[config.mk]
export PLATFORM = sky130hd
export DESIGN_NAME = decode_stall_scheduler_flat
export DESIGN_NICKNAME = d
export VERILOG_FILES = /design/src/rtl/decode_stall_scheduler_pkg.sv /design/src/rtl/decode_stall_scheduler_if.sv /design/src/rtl/decode_stall_scheduler_dest_scoreboard.sv /design/src/rtl/decode_stall_scheduler.sv /design/src/flat_wrapper.sv
export SDC_FILE = /design/constraint.sdc
export NUM_CORES = 1
export LEC_CHECK = 0
export BUFFER_PORTS_ARGS = -buffer_cell sky130_fd_sc_hd__buf_2
export CAP_MARGIN = 25
export CORE_UTILIZATION = 57
export DETAILED_ROUTE_END_ITERATION = 7
export PLACE_DENSITY = 0.84
export SETUP_SLACK_MARGIN = 0.1
export SYNTH_ARGS = -nofsm -noshare
export SYNTH_HDL_FRONTEND = slang
export SYNTH_SLANG_ARGS = --single-unit
[constraint.sdc]
create_clock -name clk -period 5.6 [get_ports clk]
set_input_delay 0 -clock clk [delete_from_list [all_inputs] [get_ports clk]]
set_output_delay 0 -clock clk [all_outputs]
set_load 0.02 [all_outputs]
[src/rtl/decode_stall_scheduler_pkg.sv]
// Shared types and constants for the decode stall scheduler.
//   sched_state_e : scheduler FSM states
//   sb_entry_t    : one in-flight destination record {valid, rd}
//   STALL_*       : stall cycles owed when a source matches EX / MEM
package decode_stall_scheduler_pkg;

  localparam int REG_W    = 5;  // register index width carried in scoreboard entries
  localparam int SB_DEPTH = 3;  // EX, MEM, WB

  localparam logic [1:0] STALL_EX_CYCLES  = 2'd2;
  localparam logic [1:0] STALL_MEM_CYCLES = 2'd1;

  typedef enum logic [1:0] {RUN, STALL, DRAIN, HALTED} sched_state_e;

  typedef struct packed {
    logic             valid;
    logic [REG_W-1:0] rd;
  } sb_entry_t;

  // Stall cycles owed to a producer sitting in scoreboard slot 'stage'.
  // WB owes nothing: the register file writes before it reads.
  function automatic logic [1:0] stage_cycles(input int stage);
    case (stage)
      0:       return STALL_EX_CYCLES;
      1:       return STALL_MEM_CYCLES;
      default: return 2'd0;
    endcase
  endfunction

  function automatic logic [1:0] max2(input logic [1:0] a, input logic [1:0] b);
    return (a > b) ? a : b;
  endfunction

endpackage

[src/rtl/decode_stall_scheduler_if.sv]
// Decode-stage <-> scheduler signal bundle.
//   master : decode side, drives id*/branchTaken, observes enables/status
//   slave  : scheduler, observes decode, drives enables/status
// STALL_STATS_EN adds the statStallCycles / statFlushes counters.
interface decode_stall_scheduler_if #(
  parameter int REGISTERWIDTH = decode_stall_scheduler_pkg::REG_W
`ifdef STALL_STATS_EN
  , parameter int STAT_WIDTH = 32
`endif
);
  logic                     idValid;
  logic [REGISTERWIDTH-1:0] idRs1;
  logic [REGISTERWIDTH-1:0] idRs2;
  logic                     idUsesRs2;
  logic [REGISTERWIDTH-1:0] idRd;
  logic                     idRegWrite;
  logic                     idHalt;
  logic                     branchTaken;

  logic                     pcWrite;
  logic                     ifIdWrite;
  logic                     ifIdFlush;
  logic                     idExBubble;
  logic                     hazardDetected;
  logic [1:0]               stallCount;
  logic                     haltSignal;
  logic                     pipelineEmpty;

`ifdef STALL_STATS_EN
  logic [STAT_WIDTH-1:0]    statStallCycles;
  logic [STAT_WIDTH-1:0]    statFlushes;

  modport master (
    output idValid, idRs1, idRs2, idUsesRs2, idRd, idRegWrite, idHalt, branchTaken,
    input  pcWrite, ifIdWrite, ifIdFlush, idExBubble, hazardDetected, stallCount,
           haltSignal, pipelineEmpty, statStallCycles, statFlushes
  );
  modport slave (
    input  idValid, idRs1, idRs2, idUsesRs2, idRd, idRegWrite, idHalt, branchTaken,
    output pcWrite, ifIdWrite, ifIdFlush, idExBubble, hazardDetected, stallCount,
           haltSignal, pipelineEmpty, statStallCycles, statFlushes
  );
`else
  modport master (
    output idValid, idRs1, idRs2, idUsesRs2, idRd, idRegWrite, idHalt, branchTaken,
    input  pcWrite, ifIdWrite, ifIdFlush, idExBubble, hazardDetected, stallCount,
           haltSignal, pipelineEmpty
  );
  modport slave (
    input  idValid, idRs1, idRs2, idUsesRs2, idRd, idRegWrite, idHalt, branchTaken,
    output pcWrite, ifIdWrite, ifIdFlush, idExBubble, hazardDetected, stallCount,
           haltSignal, pipelineEmpty
  );
`endif

endinterface

[src/rtl/decode_stall_scheduler_dest_scoreboard.sv]
// In-flight destination scoreboard: 3-entry shift register (EX, MEM, WB)
// plus the RAW match that reports how many stall cycles decode owes.
//   clk, reset    : clock, async active-high reset (clears all entries)
//   shift_en_i    : advance one stage (held while halted)
//   new_entry_i   : record entering EX
//   src_valid_i   : decode slot is a real instruction
//   rs1_i, rs2_i  : decode sources; uses_rs2_i qualifies rs2
//   required_o    : stall cycles needed (max over sources)
//   empty_o       : no valid entry in flight
module decode_stall_scheduler_dest_scoreboard
  import decode_stall_scheduler_pkg::*;
#(
  parameter int REGISTERWIDTH = REG_W
) (
  input  logic                     clk,
  input  logic                     reset,
  input  logic                     shift_en_i,
  input  sb_entry_t                new_entry_i,
  input  logic                     src_valid_i,
  input  logic [REGISTERWIDTH-1:0] rs1_i,
  input  logic [REGISTERWIDTH-1:0] rs2_i,
  input  logic                     uses_rs2_i,
  output logic [1:0]               required_o,
  output logic                     empty_o
);

  // sb_q[0] = EX, sb_q[1] = MEM, sb_q[2] = WB
  sb_entry_t [SB_DEPTH-1:0] sb_q;

  always_ff @(posedge clk or posedge reset) begin
    if (reset)           sb_q <= '0;
    else if (shift_en_i) sb_q <= {sb_q[SB_DEPTH-2:0], new_entry_i};
  end

  logic [1:0] need1, need2;

  // Walk oldest to youngest so the youngest (most expensive) match wins.
  always_comb begin
    need1 = '0;
    need2 = '0;
    for (int i = SB_DEPTH-1; i >= 0; i--) begin
      if (sb_q[i].valid && rs1_i != '0 && sb_q[i].rd == rs1_i)
        need1 = stage_cycles(i);
      if (uses_rs2_i && sb_q[i].valid && rs2_i != '0 && sb_q[i].rd == rs2_i)
        need2 = stage_cycles(i);
    end
    required_o = src_valid_i ? max2(need1, need2) : 2'd0;
  end

  always_comb begin
    empty_o = 1'b1;
    for (int i = 0; i < SB_DEPTH; i++)
      if (sb_q[i].valid) empty_o = 1'b0;
  end

endmodule

[src/rtl/decode_stall_scheduler.sv]
// Decode stall scheduler for a no-forwarding pipeline. Stalls IF/ID on RAW
// hazards against in-flight destinations, flushes wrong-path slots on a
// taken branch, and drains then freezes the pipe on HALT.
//   clk, reset : clock, async active-high reset
//   io (slave) : decode inputs, PC/IF-ID/ID-EX controls, status
// Optional build macro STALL_STATS_EN adds saturating stall-cycle and
// branch-flush counters.
module decode_stall_scheduler
  import decode_stall_scheduler_pkg::*;
#(
  parameter int REGISTERWIDTH = REG_W,
  parameter int DRAIN_DEPTH   = 3
`ifdef STALL_STATS_EN
  , parameter int STAT_WIDTH  = 32
`endif
) (
  input  logic                     clk,
  input  logic                     reset,
  decode_stall_scheduler_if.slave  io
);

  localparam logic [1:0] DRAIN_CNT = 2'(DRAIN_DEPTH - 1);

  sched_state_e state_q, state_d;
  logic [1:0]   cnt_q, cnt_d;
  logic [1:0]   required;
  logic         hazard, halt_req, sb_empty;
  sb_entry_t    new_entry;

  // A bubbled slot never enters the scoreboard; r0 writes are never tracked.
  always_comb begin
    new_entry.valid = io.idValid & io.idRegWrite & (io.idRd != '0) & ~io.idExBubble;
    new_entry.rd    = io.idRd;
  end

  decode_stall_scheduler_dest_scoreboard #(.REGISTERWIDTH(REGISTERWIDTH)) u_sb (
    .clk         (clk),
    .reset       (reset),
    .shift_en_i  (state_q != HALTED),
    .new_entry_i (new_entry),
    .src_valid_i (io.idValid),
    .rs1_i       (io.idRs1),
    .rs2_i       (io.idRs2),
    .uses_rs2_i  (io.idUsesRs2),
    .required_o  (required),
    .empty_o     (sb_empty)
  );

  assign hazard   = (required != 2'd0);
  assign halt_req = io.idValid & io.idHalt;

  always_ff @(posedge clk or posedge reset) begin
    if (reset) begin
      state_q <= RUN;
      cnt_q   <= '0;
    end else begin
      state_q <= state_d;
      cnt_q   <= cnt_d;
    end
  end

  // The RUN cycle that detects a hazard is itself the first stall cycle, so
  // a one-cycle hazard stays in RUN and decode is re-evaluated next cycle.
  always_comb begin
    state_d = state_q;
    cnt_d   = cnt_q;
    case (state_q)
      RUN: begin
        if (io.branchTaken) begin
          cnt_d = '0;
        end else if (hazard) begin
          if (required > 2'd1) begin
            state_d = STALL;
            cnt_d   = required - 2'd1;
          end
        end else if (halt_req) begin
          if (DRAIN_DEPTH > 1) begin
            state_d = DRAIN;
            cnt_d   = DRAIN_CNT;
          end else begin
            state_d = HALTED;
          end
        end
      end
      STALL, DRAIN: begin
        if (io.branchTaken) begin
          state_d = RUN;
          cnt_d   = '0;
        end else if (cnt_q <= 2'd1) begin
          state_d = (state_q == STALL) ? RUN : HALTED;
          cnt_d   = '0;
        end else begin
          cnt_d = cnt_q - 2'd1;
        end
      end
      default: ;  // HALTED: only reset leaves
    endcase
  end

  // Reset overrides combinationally so the pipe is frozen while it is held.
  always_comb begin
    io.pcWrite        = 1'b0;
    io.ifIdWrite      = 1'b0;
    io.ifIdFlush      = 1'b0;
    io.idExBubble     = 1'b1;
    io.hazardDetected = 1'b0;
    io.stallCount     = 2'd0;
    io.haltSignal     = 1'b0;
    if (!reset) begin
      case (state_q)
        RUN: begin
          if (io.branchTaken) begin
            io.ifIdFlush = 1'b1;
            io.pcWrite   = 1'b1;
          end else if (hazard) begin
            io.hazardDetected = 1'b1;
          end else if (!halt_req) begin
            io.pcWrite    = 1'b1;
            io.ifIdWrite  = 1'b1;
            io.idExBubble = 1'b0;
          end
        end
        STALL: begin
          if (io.branchTaken) begin
            io.ifIdFlush = 1'b1;
            io.pcWrite   = 1'b1;
          end else begin
            io.hazardDetected = 1'b1;
            io.stallCount     = cnt_q;
          end
        end
        DRAIN: begin
          if (io.branchTaken) begin
            io.ifIdFlush = 1'b1;
            io.pcWrite   = 1'b1;
          end
        end
        default: io.haltSignal = 1'b1;
      endcase
    end
  end

  assign io.pipelineEmpty = sb_empty;

`ifdef STALL_STATS_EN
  logic [STAT_WIDTH-1:0] stall_cyc_q, flush_q;
  logic                  branch_act;

  assign branch_act = io.branchTaken & (state_q != HALTED);

  always_ff @(posedge clk or posedge reset) begin
    if (reset) begin
      stall_cyc_q <= '0;
      flush_q     <= '0;
    end else begin
      if (io.hazardDetected && stall_cyc_q != '1) stall_cyc_q <= stall_cyc_q + STAT_WIDTH'(1);
      if (branch_act && flush_q != '1)            flush_q     <= flush_q + STAT_WIDTH'(1);
    end
  end

  assign io.statStallCycles = stall_cyc_q;
  assign io.statFlushes     = flush_q;
`endif

endmodule
[src/flat_wrapper.sv]
// flat-port wrapper written by rule: the top's interface ports become plain ports
module decode_stall_scheduler_flat import decode_stall_scheduler_pkg::*;
#(
  parameter int REGISTERWIDTH = REG_W,
  parameter int DRAIN_DEPTH   = 3

)
  (clk, reset, io_idValid, io_idRs1, io_idRs2, io_idUsesRs2, io_idRd, io_idRegWrite, io_idHalt, io_branchTaken, io_pcWrite, io_ifIdWrite, io_ifIdFlush, io_idExBubble, io_hazardDetected, io_stallCount, io_haltSignal, io_pipelineEmpty);
  decode_stall_scheduler_if #(.REGISTERWIDTH(REGISTERWIDTH)) io_i ();
  input  logic clk;
  input  logic reset;
  input wire logic [$bits(io_i.idValid)-1:0] io_idValid;
  input wire logic [$bits(io_i.idRs1)-1:0] io_idRs1;
  input wire logic [$bits(io_i.idRs2)-1:0] io_idRs2;
  input wire logic [$bits(io_i.idUsesRs2)-1:0] io_idUsesRs2;
  input wire logic [$bits(io_i.idRd)-1:0] io_idRd;
  input wire logic [$bits(io_i.idRegWrite)-1:0] io_idRegWrite;
  input wire logic [$bits(io_i.idHalt)-1:0] io_idHalt;
  input wire logic [$bits(io_i.branchTaken)-1:0] io_branchTaken;
  output wire logic [$bits(io_i.pcWrite)-1:0] io_pcWrite;
  output wire logic [$bits(io_i.ifIdWrite)-1:0] io_ifIdWrite;
  output wire logic [$bits(io_i.ifIdFlush)-1:0] io_ifIdFlush;
  output wire logic [$bits(io_i.idExBubble)-1:0] io_idExBubble;
  output wire logic [$bits(io_i.hazardDetected)-1:0] io_hazardDetected;
  output wire logic [$bits(io_i.stallCount)-1:0] io_stallCount;
  output wire logic [$bits(io_i.haltSignal)-1:0] io_haltSignal;
  output wire logic [$bits(io_i.pipelineEmpty)-1:0] io_pipelineEmpty;
  assign io_i.idValid = io_idValid;
  assign io_i.idRs1 = io_idRs1;
  assign io_i.idRs2 = io_idRs2;
  assign io_i.idUsesRs2 = io_idUsesRs2;
  assign io_i.idRd = io_idRd;
  assign io_i.idRegWrite = io_idRegWrite;
  assign io_i.idHalt = io_idHalt;
  assign io_i.branchTaken = io_branchTaken;
  assign io_pcWrite = io_i.pcWrite;
  assign io_ifIdWrite = io_i.ifIdWrite;
  assign io_ifIdFlush = io_i.ifIdFlush;
  assign io_idExBubble = io_i.idExBubble;
  assign io_hazardDetected = io_i.hazardDetected;
  assign io_stallCount = io_i.stallCount;
  assign io_haltSignal = io_i.haltSignal;
  assign io_pipelineEmpty = io_i.pipelineEmpty;
  decode_stall_scheduler #(.REGISTERWIDTH(REGISTERWIDTH), .DRAIN_DEPTH(DRAIN_DEPTH)) u_core (.clk(clk), .reset(reset), .io(io_i));
endmodule
==> flow_metrics.tcl <==
set metrics [dict create \
    outcome "finished clean" \
    fin_nets 209 \
    yosysWarnings 0 \
    power_leakage_nw 0.7485 \
    hold_viol 0 \
    grt_pass1_wl_um 5333 \
    place_area_mm2 0.001485 \
    synthTopCellsByCount "dfrtp_1 (17), mux2_2 (14), inv_1 (13)" \
    synthArstFlopShare_pct 100.0 \
    slew-limit-headroom_pct 54.84 \
    avgSynthCellArea_um2 9.571 \
    antennaDiodeCount 0 \
    layout-drive-gt1-share_pct 29.71 \
    post_cts_buffers 0 \
    synth_area_leaders "dfrtp_1 (32%), mux2_2 (12%), ha_1 (10%)" \
    ys_ff_latch 17 \
    drv_slew 0 \
    overflow 0 \
    yosysUniqueCellTypes 36 \
    fp.dieH_um 49.97 \
    seq_area_frac_synth_pct 32.44 \
    antenna_found_initial 0 \
    p_per_area_mw_per_mm2 330.5 \
    ys.flop_type "dfrtp_1" \
    via_per_inst 5.453 \
    fin_crit_ns 3.956 \
    clk_root_buffer_cell "clkbuf_4" \
    cts.clk_slew.worst_paths_ns 0.11 \
    setup_viol 0 \
    ant_nets 0 \
    wirelength_um 3058 \
    hp-class "in2reg" \
    wire_per_inst_um 15.06 \
    cp_data_arrival_time_ns 3.96 \
    postCtsResizedCells 0 \
    critPathKind "reg2out" \
    cp_max_fo 4 \
    required_ns 5.60 \
    start_util_pct 59.85 \
    finalSetupTns_ns 0 \
    boundaryPins 31 \
    dr.pass1.iters 4 \
    portBuffers 30 \
    fin_crit_sh_pct 70.64 \
    p_total_w 0.0005239 \
    syn_inst 137 \
    grt_use_total_pct 29.29 \
    grt_setup_unrepaired "false" \
    synth_top_cell_by_area "dfrtp_1" \
    vias 1107 \
    worstSetupStartpointType "register" \
    grt_pass1_vias 1141 \
    worstSkewPairLatency_ns 0.30 \
    fmax_mhz 252.8 \
    yosysMostFrequentCell "dfrtp_1" \
    cp-end-kind "primary output" \
    clockBufferDepth 2 \
    grt_max_degree 19 \
    tightest_slew_ns 0.6767 \
    synth_top_area_share_pct 32.44 \
    clock_skew_ns 0.003443 \
    final_cell_area_mm2 0.001585 \
    die_area_mm2 0.002497 \
    core.rowCount 17 \
    synth_edf_count 0 \
    die_x_um 49.97 \
    core_region_area_mm2 0.002191 \
    syn_to_final_growth_pct 20.90 \
    cts_buffers 3 \
    gp_congestion 0.8251 \
    clock-sinks 17 \
    syn-num-nets 170 \
    cts_tree "yes" \
    ir_drop_uv 233.3 \
    drtIter0Drc 31 \
    syn-cell-area_mm2 0.001311 \
    dp_hpwl_um 2250 \
    max-cap-violations 0 \
    drc_errors 0 \
    cts_max_level 1 \
]
## through the flow
stage          setup slack (ns)  util (%)  hold WS (ns)  cells
6_report                  1.644     72.36       0.02366    203
5_1_grt                   1.200     72.36       0.01937    203
4_1_cts                   1.658     72.36       0.01455    203
3_5_place_dp              1.886     67.79        0.1675    192
3_3_place_gp              2.062     67.79        0.1496    192
2_1_floorplan             1.718         -      -0.06859    137
## where the power goes
part / internal (W) / leakage, nW / switching (W) / total [W]
Combinational: 0.000125 / 0.525 / 0.000122 / 0.000246
Sequential: 0.000161 / 0.209 / 0.0000468 / 0.000207
Clock: 0.0000272 / 0.0139 / 0.0000428 / 0.0000701
## repair_timing
item	in CTS	in global routing
hold buffers	7	0
hold endpoints to repair	23	0
setup endpoints to repair	0	0
## final cells by class
| class | count | area, µm² |
|---|---|---|
| fill | 193 | 605.6 |
| multi-input combinational | 104 | 825.8 |
| tap | 28 | 35.03 |
| sequential | 17 | 425.4 |
| clock buffer | 3 | 22.52 |
| clock inverter | 1 | 7.507 |
| timing repair buffer | 37 | 220.2 |
| inverter | 13 | 48.80 |
## cells by family after synthesis
kind of cell | count (synthesis) | synth area share, %
xor gates and xnor gates | 20 | 13.36
muxes | 14 | 12.02
AOI/OAI and AO/OA | 22 | 11.74
adders and majority gates | 11 | 10.50
DFF | 17 | 32.44
and+or+nand+nor | 37 | 15.36
buffers and inverters | 16 | 4.580
## state kept, by name, indices dropped and copies added, names as in the netlist
signal	cells
u_core.u_sb.sb_q	13
u_core.cnt_q	2
u_core.state_q	2
## cells in the final DEF, fill, tap and decap left out, drive strengths merged
cell | netlist | routed
and3 | 4 | 4
o21a | 1 | 1
o2bb2ai | 1 | 1
a21boi | 1 | 1
o21ai | 8 | 8
o311a | 1 | 1
o211a | 1 | 1
dlygate4sd3 | 0 | 7
a32o | 1 | 1
o211ai | 1 | 1
o22ai | 2 | 2
o2111ai | 1 | 1
a31oi | 1 | 1
o31ai | 1 | 1
and2 | 2 | 2
nand4 | 2 | 2
dfrtp | 17 | 17
clkbuf | 3 | 3
ha | 11 | 11
or4 | 3 | 3
nand2b | 1 | 1
xor2 | 9 | 9
nand3 | 1 | 1
or2 | 1 | 1
nor2b | 3 | 3
or3 | 1 | 1
nor3 | 2 | 2
nor4 | 3 | 3
a32oi | 1 | 1
a211oi | 1 | 1
clkinvlp | 0 | 1
buf | 0 | 30
xnor2 | 11 | 11
nor2 | 7 | 7
mux2 | 14 | 14
inv | 13 | 13
nand2 | 7 | 7
## path summary, 6_finish.rpt
check | from | cells after the start | slack [ns] | end
setup / recovery | u_core.u_sb.sb_q[0] | 15 | 1.64 | io_idExBubble
hold / removal | io_branchTaken | 2 | 0.02 | u_core.cnt_q[1]
setup reg to reg | u_core.u_sb.sb_q[0] | 14 | 1.77 | u_core.state_q[0]
hold reg to reg | u_core.u_sb.sb_q[17] | 2 | 0.53 | u_core.u_sb.sb_q[17]
max in group asynchronous | reset | 3 | 4.79 | u_core.u_sb.sb_q[4]
min in group asynchronous | reset | 3 | 0.39 | u_core.u_sb.sb_q[10]
## per-layer routing
layer	up-vias	share of wire, %	track usage, %
met5	-	0	0
met4	0	1.6	13.33
met3	4	3.2	4.630
met2	24	47	44.82
met1	523	48	40.35
li1	556	-	-
## critical path, cell delays in order (launching register included)
cell      delay, ns
dfrtp_1        0.45
xor2_1         0.19
nor4_1         0.30
nand3_1        0.18
or2_2          0.35
ha_1           0.30
nor2_1         0.10
o22ai_1        0.09
and2_2         0.20
a32oi_1        0.25
ha_1           0.26
a21boi_0       0.37
nand2_1        0.13
nor3_1         0.21
inv_1          0.11
buf_2          0.17
Note: power is estimated with default switching activity, not from simulation.
